===== src/rtl/fir_mac_sequencer.sv =====
// Time-multiplexed FIR controller: one shared MAC stepped over TAP_COUNT taps per sample,
// with a sample delay line, a programmable coefficient bank and valid/ready on both sides.
module fir_mac_sequencer #(
    parameter int unsigned TAP_COUNT   = 4,
    parameter int unsigned DATA_WIDTH  = 8,
    parameter int unsigned COEFF_WIDTH = 8,
    parameter int unsigned ACC_WIDTH   = 18,
    parameter int unsigned OUT_SHIFT   = 8
) (
    input  logic                         clk,
    input  logic                         rst,
    input  logic                         in_valid,
    output logic                         in_ready,
    input  logic [DATA_WIDTH-1:0]        in_data,
    output logic                         out_valid,
    input  logic                         out_ready,
    output logic [DATA_WIDTH-1:0]        out_data,
    input  logic                         coef_we,
    input  logic [$clog2(TAP_COUNT)-1:0] coef_addr,
    input  logic [COEFF_WIDTH-1:0]       coef_wdata,
    output logic                         busy
);

    localparam int unsigned AddrWidth = $clog2(TAP_COUNT);
    localparam int unsigned ProdWidth = DATA_WIDTH + COEFF_WIDTH;
    localparam logic [AddrWidth-1:0] LastTap = AddrWidth'(TAP_COUNT - 1);

    typedef enum logic [1:0] {StIdle, StMac, StOut} state_e;

    state_e                 state_q, state_d;
    logic [DATA_WIDTH-1:0]  x_q    [TAP_COUNT];
    logic [DATA_WIDTH-1:0]  x_d    [TAP_COUNT];
    logic [COEFF_WIDTH-1:0] coef_q [TAP_COUNT];
    logic [COEFF_WIDTH-1:0] coef_d [TAP_COUNT];
    logic [ACC_WIDTH-1:0]   acc_q, acc_d;
    logic [AddrWidth-1:0]   k_q, k_d;
    logic [DATA_WIDTH-1:0]  out_data_q, out_data_d;

    logic                   idle;
    logic                   accept;
    logic [ProdWidth-1:0]   prod;
    logic [ACC_WIDTH-1:0]   mac_sum;

    assign idle    = (state_q == StIdle);
    assign accept  = idle && in_valid;
    assign prod    = ProdWidth'(x_q[k_q]) * ProdWidth'(coef_q[k_q]);
    assign mac_sum = acc_q + ACC_WIDTH'(prod);

    // Gated with rst so upstream never sees a ready while the block is held in reset.
    assign in_ready  = idle && rst;
    assign busy      = !idle;
    assign out_valid = (state_q == StOut);
    assign out_data  = out_data_q;

    always_comb begin
        state_d    = state_q;
        acc_d      = acc_q;
        k_d        = k_q;
        out_data_d = out_data_q;
        x_d        = x_q;
        coef_d     = coef_q;

        // Writes only land in IDLE so a MAC pass always sees one consistent bank.
        if (idle && coef_we) begin
            for (int i = 0; i < TAP_COUNT; i++) begin
                if (coef_addr == AddrWidth'(i)) begin
                    coef_d[i] = coef_wdata;
                end
            end
        end

        unique case (state_q)
            StIdle: begin
                if (in_valid) begin
                    x_d[0] = in_data;
                    for (int i = 1; i < TAP_COUNT; i++) begin
                        x_d[i] = x_q[i-1];
                    end
                    acc_d   = '0;
                    k_d     = '0;
                    state_d = StMac;
                end
            end
            StMac: begin
                acc_d = mac_sum;
                k_d   = k_q + 1'b1;
                if (k_q == LastTap) begin
                    out_data_d = mac_sum[OUT_SHIFT +: DATA_WIDTH];
                    state_d    = StOut;
                end
            end
            StOut: begin
                if (out_ready) begin
                    state_d = StIdle;
                end
            end
            default: state_d = StIdle;
        endcase
    end

    always_ff @(posedge clk or negedge rst) begin
        if (!rst) begin
            state_q    <= StIdle;
            acc_q      <= '0;
            k_q        <= '0;
            out_data_q <= '0;
            for (int i = 0; i < TAP_COUNT; i++) begin
                x_q[i]    <= '0;
                coef_q[i] <= '0;
            end
        end else begin
            state_q    <= state_d;
            acc_q      <= acc_d;
            k_q        <= k_d;
            out_data_q <= out_data_d;
            x_q        <= x_d;
            coef_q     <= coef_d;
        end
    end

    logic unused_accept;
    assign unused_accept = accept;

endmodule


===== config.mk =====
export PLATFORM = sky130hd
export DESIGN_NAME = fir_mac_sequencer
export DESIGN_NICKNAME = d
export VERILOG_FILES = /design/src/rtl/fir_mac_sequencer.sv
export SDC_FILE = /design/constraint.sdc
export NUM_CORES = 1
export LEC_CHECK = 0
export CAP_MARGIN = 20
export CELL_PAD_IN_SITES_DETAIL_PLACEMENT = 1
export CELL_PAD_IN_SITES_GLOBAL_PLACEMENT = 2
export CORE_MARGIN = 5
export CORE_UTILIZATION = 35
export CTS_CLUSTER_DIAMETER = 100
export DETAILED_ROUTE_END_ITERATION = 8
export PLACE_DENSITY_LB_ADDON = 0.08
export SYNTH_ARGS = -nofsm -noshare
export SYNTH_HDL_FRONTEND = slang
export SYNTH_SLANG_ARGS = --single-unit

===== constraint.sdc =====
create_clock -name clk -period 11.6 [get_ports clk]
set_clock_uncertainty 0.15 [all_clocks]
set_input_delay 1.74 -clock clk [delete_from_list [all_inputs] [get_ports clk]]
set_output_delay 1.74 -clock clk [all_outputs]
set_load 0.01 [all_outputs]

# Word-level counts from Yosys, hierarchy flattened
# Cells that the tools add are included.
dict set report op_classes {
  addsub 2
  multipliers 1
  n_div 0
  order_cmp 1
  n_eq_ne 9
  shift 0
  n_mux 14
  bitwise_logic 1
  n_reduce_logical 14
}
# op n
set ops {}
lappend ops {{case mux 18 bit (2 select lines)} 1}
lappend ops {{binary-select mux 8 bit (select 2 bit)} 2}
lappend ops {{two-way mux 8 bit} 4}
lappend ops {{adder 18 x 16 -> 18 bit} 1}
lappend ops {{two-way mux 18 bit} 1}
lappend ops {{multiplier 8 x 8 -> 16 bit} 1}
lappend ops {{AND reduction 2 bit} 7}
lappend ops {{equality test 2 bit, second input constant} 4}
lappend ops {{two-way mux 2 bit} 4}
lappend ops {{case mux 2 bit (3 select lines)} 1}
lappend ops {{equality test 2 x 1 -> 1 bit, second input constant} 2}
lappend ops {{zero test 2 bit} 2}
lappend ops {{!= test 2 bit, second input constant} 2}
lappend ops {{case mux 2 bit (2 select lines)} 1}
lappend ops {{>= comparator 3 bit, second input constant} 1}
lappend ops {{inverter 2 -> 3 bit} 1}
lappend ops {{AND reduction 3 bit} 1}
lappend ops {{adder 2 x 1 -> 2 bit, second input constant} 1}
lappend ops {{logical AND 1 bit} 2}
lappend ops {{!= test 2 x 1 -> 1 bit, second input constant} 1}
lappend ops {{nonzero test 2 bit} 1}
lappend ops {{zero test 1 bit} 1}
dict set report totals {
  register_bits 94
  latchBits 0
  ramBits 0
  rom_bits 0
  memories 0
}

# Longest topological paths before layout
# Gate-level depths: netlist of the first run.
dict set report depth {
  word_depth 7
  depth_mapped 19
  depth_no_buf 16
}

# Worst setup path before layout of the first run
# OpenSTA, ideal clock, no wires.
dict set report synth_path {
  path_kind {reg-to-reg}
  start {register k_q[0]}
  end {register out_data_q[2], in the netlist out_data[2]}
  setup_ns 0.128
  t_arrival_ns 5.053
  t_required_ns 11.322
  slack_ns 6.269
  path_stages_with_launch 17
  synth_period_minus_slack_ns 5.331
  cell_sequence {dfrtp_1 > buf_2 > buf_4 > mux4_2 > and2_1 > fa_1 > fa_1 > fa_1 > inv_1 > fa_1 > inv_1 > ha_1 > a21oi_1 > a21boi_2 > a311oi_4 > xor2_2 > o21ai_1}
}
dict set report synth_via {
  elab_chain_cells 6
  word_cells_on_any_way 11
}
# element line_no
set synth_rtl {}
lappend synth_rtl {{start: declaration} 36} ;# logic [AddrWidth-1:0] k_q, k_d;
lappend synth_rtl {{start signal: assignment} 114} ;# k_q <= k_d;
lappend synth_rtl {{inverter 2 -> 3 bit (implied by the code)} 46} ;# assign prod = ProdWidth'(x_q[k_q]) * ProdWidth'(coef_q[k_q]);
lappend synth_rtl {{binary-select mux 8 bit (select 2 bit)} 46}
lappend synth_rtl {{two-way mux 8 bit (implied by the code) (2 in series)} 46}
lappend synth_rtl {{multiplier 8 x 8 -> 16 bit} 46}
lappend synth_rtl {{adder 18 x 16 -> 18 bit} 47} ;# assign mac_sum = acc_q + ACC_WIDTH'(prod);
lappend synth_rtl {{end signal: assignment} 115} ;# out_data_q <= out_data_d;
lappend synth_rtl {{end: declaration} 37} ;# logic [DATA_WIDTH-1:0] out_data_q, out_data_d;
# Several ways; a longest one is shown, not always the timed one. The select of a mux whose other input is x is not followed.
# A chain may end at the register's enable or synchronous reset.

# Worst setup path in the final report of the first run
# Same ends and word-level chain as after synthesis.

==> results of run 1 <==
==> final cells by class <==
| cell class | instances | area [µm²] | share of cell area |
|---|---|---|---|
| clock buffer | 9 | 225 | 0.0304 |
| clock inverter | 7 | 91.3 | 0.0123 |
| inverter | 99 | 372 | 0.0502 |
| multi-input combinational | 382 | 3760 | 0.507 |
| sequential | 92 | 2300 | 0.311 |
| tap | 229 | 287 | 0.0387 |
| timing repair buffer | 37 | 370 | 0.0500 |
==> layout by cell type (no fill, tap or decap), types with 3 or more instances in the layout <==
master	count
a21o_1	3
and3_1	3
nand4_1	9
and2_1	35
o311a_1	3
dfrtp_1	92
nand2_1	64
nand2b_1	3
buf_4	4
nor3_1	3
xnor2_1	6
mux4_2	16
ha_1	36
inv_1	99
clkbuf_16	9
nand3_1	24
clkdlybuf4s50_1	32
xor2_1	3
or4_1	4
a21oi_1	9
nor2_1	7
fa_1	50
mux2_2	64
o21ai_0	15
==> how the worst min path moves through the flow <==
stage	from	slack, ns	end	depth (start not counted)
floorplan	acc_q[11]$_DFFE_PN0P_	0.31	acc_q[11]$_DFFE_PN0P_	2
global placement	out_data[1]$_DFFE_PN0P_	0.32	out_data[1]$_DFFE_PN0P_	2
detailed placement	out_data[1]$_DFFE_PN0P_	0.33	out_data[1]$_DFFE_PN0P_	2
CTS	out_data[1]$_DFFE_PN0P_	0.35	out_data[1]$_DFFE_PN0P_	2
global route	x_q[0]$_DFFE_PN0P_	0.37	x_q[0]$_DFFE_PN0P_	1
finish	out_data[1]$_DFFE_PN0P_	0.35	out_data[1]$_DFFE_PN0P_	2
==> tightest hold or removal path: cells and delay by family (launching register included) <==
family,cells,cell delay (ns)
simple gates,1,0.05
compound gates,1,0.06
flops,1,0.35
==> routing by layer <==
metal	wire (µm)	share of wire	vias up	global-route usage
li1	-	-	2020	-
met1	7160	0.46	2239	0.208
met4	196	0.013	0	0.0348
met3	449	0.029	15	0.0307
met5	0	0	-	0
met2	7660	0.50	50	0.272
==> cells by family (layout without fill, tap and decap cells) <==
group | Yosys count | after routing | share of synthesized area
xor+xnor | 10 | 10 | 0.0146
buf+inv | 117 | 152 | 0.0694
simple gates | 162 | 162 | 0.127
compound gates | 44 | 44 | 0.0458
mux | 80 | 80 | 0.166
fa+ha+maj | 86 | 86 | 0.223
flops | 92 | 92 | 0.354
==> state kept, by name, summed over array words and instances (netlist names) <==
| signal | count |
|---|---|
| x_q | 32 |
| out_data | 8 |
| acc_q | 16 |
| coef_q | 32 |
| state_q | 2 |
| k_q | 2 |
==> metrics by stage <==
| step | worst slack [ns] | utilization |
|---|---|---|
| finish | 5.69 | 0.408 |
| global route | 5.31 | 0.408 |
| CTS | 5.67 | 0.407 |
| detailed placement | 5.69 | 0.389 |
| global placement | 5.80 | 0.389 |
| floorplan | 6.27 | - |
==> results.md, run 1 <==
* Status: finished, final reports clean
* CP cell instances: buf_4, mux4_2, and2_1, fa_1, fa_1, fa_1, inv_1, fa_1, inv_1, ha_1, a21oi_1, a21boi_2, a311oi_4, xor2_2, o21ai_1
* Placed inst area at 0.00707 mm²
* Setup violations, final at 0
* # port buffers at 33
* Most common cell in the netlist: inv_1
* Initial core utilization at 0.359
* Synthesized cell area at 0.00651 mm²
* Post_cts resized at 0
* CP delay by family, top: adder cells
* R2R depth at 15
* Max frequency at 169 MHz
* Startpoint Class: register
* Critical Path Max Stage Delay at 0.64 ns
* Gr usage total at 0.158
* Distinct cell type count after synthesis at 44
* Layout Nets at 730
* CP max-delay cell: mux4_2
* Post-synth top area cell: dfrtp_1
* Post-synth EDFFs at 0
* Hold Path Class: reg2reg
* Share of cells above drive strength 1 at 0.176
* Fin Hold WS at 0.346 ns
* Postcts setup bufs at 0
* Max-cap violations at 0
* Core Box Area at 0.0181 mm²
* Syn Area/Cell at 11.0 µm²
* Ant diodes at 0
* Antenna violations before repair at 0
* H-tree levels at 3
* CP Capture Type: register
* Routability Congestion at 0.784
* Reg-to-reg critical path startpoint: k_q[0]$_DFFE_PN0P_
* Worst-path clk slew at 0.07 ns
* Cell area after layout at 0.00740 mm²
* DRT Wirelength at 15,500 µm
* Syn Inst Count at 591
* Vias in the first global route at 4,955
* Synth top area share at 0.354
* Global-route wire length before repair at 26,700 µm
* Largest net degree at the start of global routing at 61
* Synthesis-stage register bit count at 92
* Crit path capture: out_data[2]$_DFFE_PN0P_
* Seq/Total Area, Yosys at 0.354
* Cts hold-fix bufs at 0
* Via density at 5.06
* Fin. max-slew vios at 0
* Tcrit/Tclk final at 0.509
* Max_slew headroom at 0.403
* Area growth, synth to finish at 13.8%
* Final ANT Viol Nets at 0
* CTS Buf Count at 9
* Area contributors post-synth: dfrtp_1, fa_1, mux2_2
* Setup TNS at 0 ns
* Syn nets at 700
* CP max FO at 13
* Most used cell, CP: fa_1
* Reg-to-reg endpoint: out_data[2]$_DFFE_PN0P_
* Die area at 0.0214 mm²
* Die Y at 146 µm
* Via count at 4,324
* Row cnt at 49
* Tightest Pin Transition at 0.896 ns
* Hold Vio Cnt, Final at 0
* Clock Tree Root: clkbuf_16
* Synth top cells by count: inv_1, dfrtp_1, nand2_1, mux2_2, fa_1
* Drt first pass iters at 4
* Critical Setup Path Class: reg2reg
* RSZ-0062 raised after global routing: no
* Total congestion overflow at 0
* DRC violations left at 0
* # clock sinks at 92
* I/O pin total at 34
* Placed Cells incl. Taps at 838
* Min Clock Period, post-route at 5.91 ns
* Async S/R FF share, synth at 1.00
* Yosys warns at 0
* Post-Layout Cell Count at 855
* Critical path depth at 15
* Routed WL per cell at 18.1 µm
* FILL cells at 1,975
* Synth Flop Type: dfrtp_1
* Chip width at 146 µm
* Worst path bufs/invs at 3
* CTS tree: built
* Starting DRT DRC Count at 148
* Post-detail-place hpwl at 11,500 µm
* Worst endpoint required time at 11.66 ns
* Worst-Skew Late Latency at 0.35 ns
* Worst EP arrival at 5.97 ns
* R2R setup slack at 5.69 ns
* Crit path from: k_q[0]$_DFFE_PN0P_
* Longest Clk Path Bufs at 2
Power of run 1 is not shown: default switching activity piles up to over one toggle a cycle in this logic, so the estimate is an artifact.
==> run 2, diff against run 1 <==
==> constraint.sdc (replaced) <==
create_clock -name clk -period 5 [get_ports clk]
set_clock_uncertainty 0.15 [all_clocks]
set_input_delay 0.75 -clock clk [delete_from_list [all_inputs] [get_ports clk]]
set_output_delay 0.75 -clock clk [all_outputs]
set_load 0.01 [all_outputs]
==> results.md, run 2 (same netlist as run 1, synthesis figures left out) <==
* Status: complete, but fails checks
* I/O pin total at 34 (unchanged)
* Fin Hold WS at 0.215 ns (-0.131 ns)
* Drt first pass iters at 4 (unchanged)
* PnR worst setup slack at -0.0790 ns (-5.77 ns)
* # clock sinks at 92 (unchanged)
* Failing checks: negative setup slack
* Longest Clk Path Bufs at 2 (unchanged)
* Starting DRT DRC Count at 120 (-19%)
* Row cnt at 49 (unchanged)
* Die Y at 146 µm (unchanged)
* Placed inst area at 0.00749 mm² (+6.0%)
* Share of cells above drive strength 1 at 0.348 (+0.172)
* Tightest Pin Transition at 0.880 ns (-0.0158 ns)
* Die area at 0.0214 mm² (unchanged)
* Core Box Area at 0.0181 mm² (unchanged)
* Tcrit/Tclk final at 1.02 (+0.507)
* RSZ-0062 raised after global routing: yes
* Routability Congestion at 0.774 (-1.3%)
* Hold Path Class: in2async
* Ant diodes at 0 (unchanged)
* Commonest cells after routing, fill and taps aside: dfrtp_1, inv_1, mux2_2
* Most common cell after layout, fill and taps aside: dfrtp_1
* CTS tree: built
* Min Clock Period, post-route at 5.08 ns (-0.828 ns)
* Initial core utilization at 0.359 (unchanged)
* Largest net degree at the start of global routing at 57 (-6.6%)
* Hold Vio Cnt, Final at 0 (unchanged)
* CP max FO at 7 (-6)
* Top Registers: coef_q x32, x_q x32, acc_q x16
* Max frequency at 197 MHz (+16%)
* Max-cap violations at 0 (unchanged)
* Via count at 4,626 (+7.0%)
* Worst-path clk slew at 0.08 ns (about the same)
* Routed WL per cell at 17.9 µm (-1.2%)
* Startpoint Class: register
* Worst-Skew Late Latency at 0.36 ns (about the same)
* Area growth, synth to finish at 28.6%
* Cell area after layout at 0.00837 mm² (+13%)
* R2R setup slack at -0.08 ns (-5.77 ns)
* Cts hold-fix bufs at 0 (unchanged)
* Via density at 4.98 (-1.4%)
* Fin. max-slew vios at 0 (unchanged)
* Gr usage total at 0.166 (+0.00777)
* Final ANT Viol Nets at 0 (unchanged)
* Antenna violations before repair at 0 (unchanged)
* FILL cells at 1,948 (-1.4%)
* Critical Setup Path Class: reg2reg
* Layout Nets at 803 (+10%)
* Chip width at 146 µm (unchanged)
* Total congestion overflow at 0 (unchanged)
* DRC violations left at 0 (unchanged)
* Worst endpoint required time at 5.07 ns (-6.59 ns)
* Post-place setup slack at -0.378 ns (-6.06 ns)
* Clock Tree Root: clkbuf_16
* Max_slew headroom at 0.410 (+0.00730)
* Setup violations, final at 8 (+8)
* CP Capture Type: register
* H-tree levels at 3 (unchanged)
* Global-route wire length before repair at 28,300 µm (+6.0%)
* CTS Buf Count at 9 (unchanged)
* DRT Wirelength at 16,600 µm (+7.2%)
* Worst EP arrival at 5.15 ns (-0.82 ns)
* Post-detail-place hpwl at 12,100 µm (+4.9%)
* Core Util, Final at 0.461 (+0.0534)
* Vias in the first global route at 5,439 (+9.8%)
* # port buffers at 33 (unchanged)
run 2: stage by stage:
stage          instances  TNS, ns
6_report             928   -0.390
5_1_grt              928    -3.22
4_1_cts              918   -0.839
3_5_place_dp         883    -3.15
3_3_place_gp         883    -2.22
2_1_floorplan        591        0
run 2: what timing repair did:
| item | CTS | global route |
|---|---|---|
| cloned | 1 | 0 |
| endpoints found under the setup margin | 16 | 16 |
| pin swaps | 39 | 18 |
| buffers inserted | 19 | 12 |
| resized for setup | 68 | 20 |
run 2: cell type report:
class | count | area, µm² | share of cell area
clock buffers | 9 | 225 | 0.0269
clock inverters | 7 | 77.6 | 0.00926
inverters | 99 | 372 | 0.0444
multi-input cells | 382 | 4120 | 0.491
flip-flops and latches | 92 | 2300 | 0.275
well taps | 229 | 287 | 0.0342
repair buffers | 110 | 993 | 0.119
run 2: critical path, stage by stage (launching register included):
cell,delay [ns]
dfrtp_2,0.41
buf_6,0.15
mux4_2,0.62
nand2_1,0.14
fa_1,0.45
fa_1,0.51
inv_2,0.04
fa_1,0.55
inv_2,0.04
fa_1,0.52
inv_2,0.05
ha_4,0.28
buf_6,0.10
nand3_2,0.06
o211ai_1,0.17
buf_4,0.17
buf_4,0.11
buf_6,0.09
xnor2_2,0.11
buf_4,0.15
o21ai_2,0.05
run 2: layer usage:
layer | GRT usage | vias up | wire length (µm)
li1 | - | 2160 | -
met1 | 0.213 | 2410 | 7480
met2 | 0.295 | 45 | 8560
met3 | 0.0288 | 11 | 350
met4 | 0.0362 | 0 | 187
met5 | 0 | - | 0
run 2: worst paths after layout:
path | startpoint | endpoint | cells past startpoint
min | rst | coef_q[19]$_DFFE_PN0P_ | 1
max reg2reg | k_q[0]$_DFFE_PN0P_ | out_data[1]$_DFFE_PN0P_ | 20
max | k_q[0]$_DFFE_PN0P_ | out_data[1]$_DFFE_PN0P_ | 20
min in group clk | out_data[5]$_DFFE_PN0P_ | out_data[5]$_DFFE_PN0P_ | 2
min reg2reg | out_data[5]$_DFFE_PN0P_ | out_data[5]$_DFFE_PN0P_ | 2
max in group asynchronous | rst | acc_q[0]$_DFFE_PN0P_ | 2
Power of run 2 is left out for the same reason.
==> edit (settings of run 2) <==
The 3 states of `state_e` get a one-hot encoding in 3 bits.
--- a/src/rtl/fir_mac_sequencer.sv
+++ b/src/rtl/fir_mac_sequencer.sv
@@ -25,7 +25,7 @@
     localparam int unsigned ProdWidth = DATA_WIDTH + COEFF_WIDTH;
     localparam logic [AddrWidth-1:0] LastTap = AddrWidth'(TAP_COUNT - 1);
 
-    typedef enum logic [1:0] {StIdle, StMac, StOut} state_e;
+    typedef enum logic [2:0] {StIdle = 3'b001, StMac = 3'b010, StOut = 3'b100} state_e;
 
     state_e                 state_q, state_d;
     logic [DATA_WIDTH-1:0]  x_q    [TAP_COUNT];
Check against the original RTL: no difference found for any inputs over 4 cycles, from zero or initial values and one cycle with rst low; so few cycles prove little.
==> edit against run 2 <==
The flow still finishes with violations (setup timing); sequential cell count grew 1; count of clock-buffer cells in the layout is the same; worst setup slack lost 0.10 ns; critical path type unchanged; synthesized area is 1.6% lower; final area shrank 4.0%; routed wire length is 7.6% lower; utilization is 1.5 points lower.
Power is not shown: default switching activity piles up to over one toggle a cycle in this logic, so the estimate is an artifact.
==> edit: results (changes against run 2) <==
[status]
status=finished with violations
violations=setup timing

[grt]
grt_use_total_pct=15.46  ; -1.1 points
antenna_found_initial=0  ; unchanged
grt_pass1_vias=4909  ; -9.7%
grt_max_degree=72  ; +26%
grt_pass1_wl_um=26050  ; -8.1%

[logic_synthesis]
ys.flop_type=dfrtp_1
syn_nets=659  ; -5.9%
seq_area_frac_synth_pct=36.34  ; +0.97 points
synth_cell_types=48  ; +9.1%
ys_warn_count=0  ; unchanged
synth_common_cells=97 x inv_1, 92 x dfrtp_1, 68 x mux2_2
synthTopCellsByArea=dfrtp_1 36%, fa_1 16%, mux2_2 12%, ha_1 7.0%, inv_1 5.7%
async_flop_share_pct=100.0  ; unchanged
synth_cells=550  ; -6.9%

[placed_design]
io_buffers=33  ; unchanged
pre_cts_ws_ns=-0.2434  ; +0.1346 ns
dp_hpwl_um=11940  ; -1.4%
routabilityCongestion=0.7764  ; +0.26%
place_area_mm2=0.007421  ; -0.98%
post-place-cells=848  ; -4.0%

[routing]
wl_met1_um=7068  ; -5.5%
top_layer=met4
vias=4280  ; -7.5%
drc=0  ; unchanged
firstDrtPassIters=4  ; unchanged
drtIter0Drc=77  ; -36%
route.met3.wl_um=217  ; -38%
drt_wl_total_um=15320  ; -7.6%
dr_wl_met2_um=7806  ; -8.8%

[sta]
fin_tns_setup_ns=-1.346  ; -0.9560 ns
whs_ns=0.1466  ; -0.06822 ns
post-route-worst-setup-slack_ns=-0.1799  ; -0.1008 ns
setup_viol=14  ; +6
tightestPinTransition_ns=0.9051  ; +0.02483 ns

[finish]
layout-drive-gt1-share_pct=35.40  ; +0.64 points
diodes=0  ; unchanged
instances_no_fill=873  ; -5.9%
top_regs=coef_q (32), x_q (32), acc_q (16)
nets=748  ; -6.8%

[setup_path]
setup.worst_path.start=k_q[0]
crit_fanout=8  ; +1
arrival_ns=5.26  ; +0.11 ns

[clock_network]
cts_root_buf=clkbuf_16
cts_max_level=3  ; unchanged
cts_buffers=9  ; unchanged
clk_path_buf_depth=2  ; unchanged
insertion_delay_ns=0.35
clkSlewWorstSetupHoldPaths_ns=0.07

[hold_path]
hp-class=primary input to asynchronous set/reset pin

==> edit: changes by cell type in the layout (fill, tap and decap cells not counted), moves of 7 or more <==
cell     change
a22o_1       +9
nand2_1     -11
nand3_1     -18
buf_6       -11
and2_1       -8
nand4_1      -7
buf_4        -9
==> edit: kinds of logic after synthesis <==
logic type               after synthesis  synth area share, %
flip-flops                            93                36.34
adder cells (fa/ha/maj)               86                22.65
multiplexers                          84                17.57
XOR/XNOR                              11                1.504
buffers and inverters                110                6.678
AO/OA/AOI/OAI                         55                6.424
AND/OR/NAND/NOR                      111                8.826
==> edit: final timing paths <==
check,end,cells after the start
min in group clk,out_data[2],2
worst min-delay path,acc_q[2],1
worst max register to register,out_data[5],16
max in group asynchronous,k_q[0],2
worst min register to register,out_data[2],2
worst max-delay path,out_data[5],16
==> edit: critical path: stages, from the launching register on <==
cell and delay (ns):
dfrtp_2 0.44, buf_12 0.16, mux4_2 0.67, nand2_2 0.12, fa_1 0.44, fa_1 0.52, inv_2 0.05, fa_1 0.53
inv_1 0.05, fa_1 0.49, inv_2 0.05, ha_4 0.24, a21o_4 0.22, a221oi_4 0.38, o31a_1 0.18, xnor2_1 0.09
mux2_2 0.27
==> edit: cell type report <==
class                      count  area [um^2]
timing repair buffer          91        832.0
fill                        1962         9985
tap                          229        286.5
clock buffer                   9        225.2
multi-input combinational    347         3915
inverter                      97        364.1
sequential                    93         2330
clock inverter                 7        87.58
==> edit: per-layer routing <==
layer,vias up,global-route usage (%)
met1,2234,20.18
li1,2001,-
met5,-,0
met3,14,2.495
met2,31,26.34
met4,0,4.991
==> edit: what timing repair did <==
action | CTS | global route
gates cloned | 1 | 0
gates resized for setup | 11 | 53
pin swaps | 13 | 39
buffers inserted | 1 | 7
hold buffers | 0 | 0
setup endpoints to repair | 14 | 16
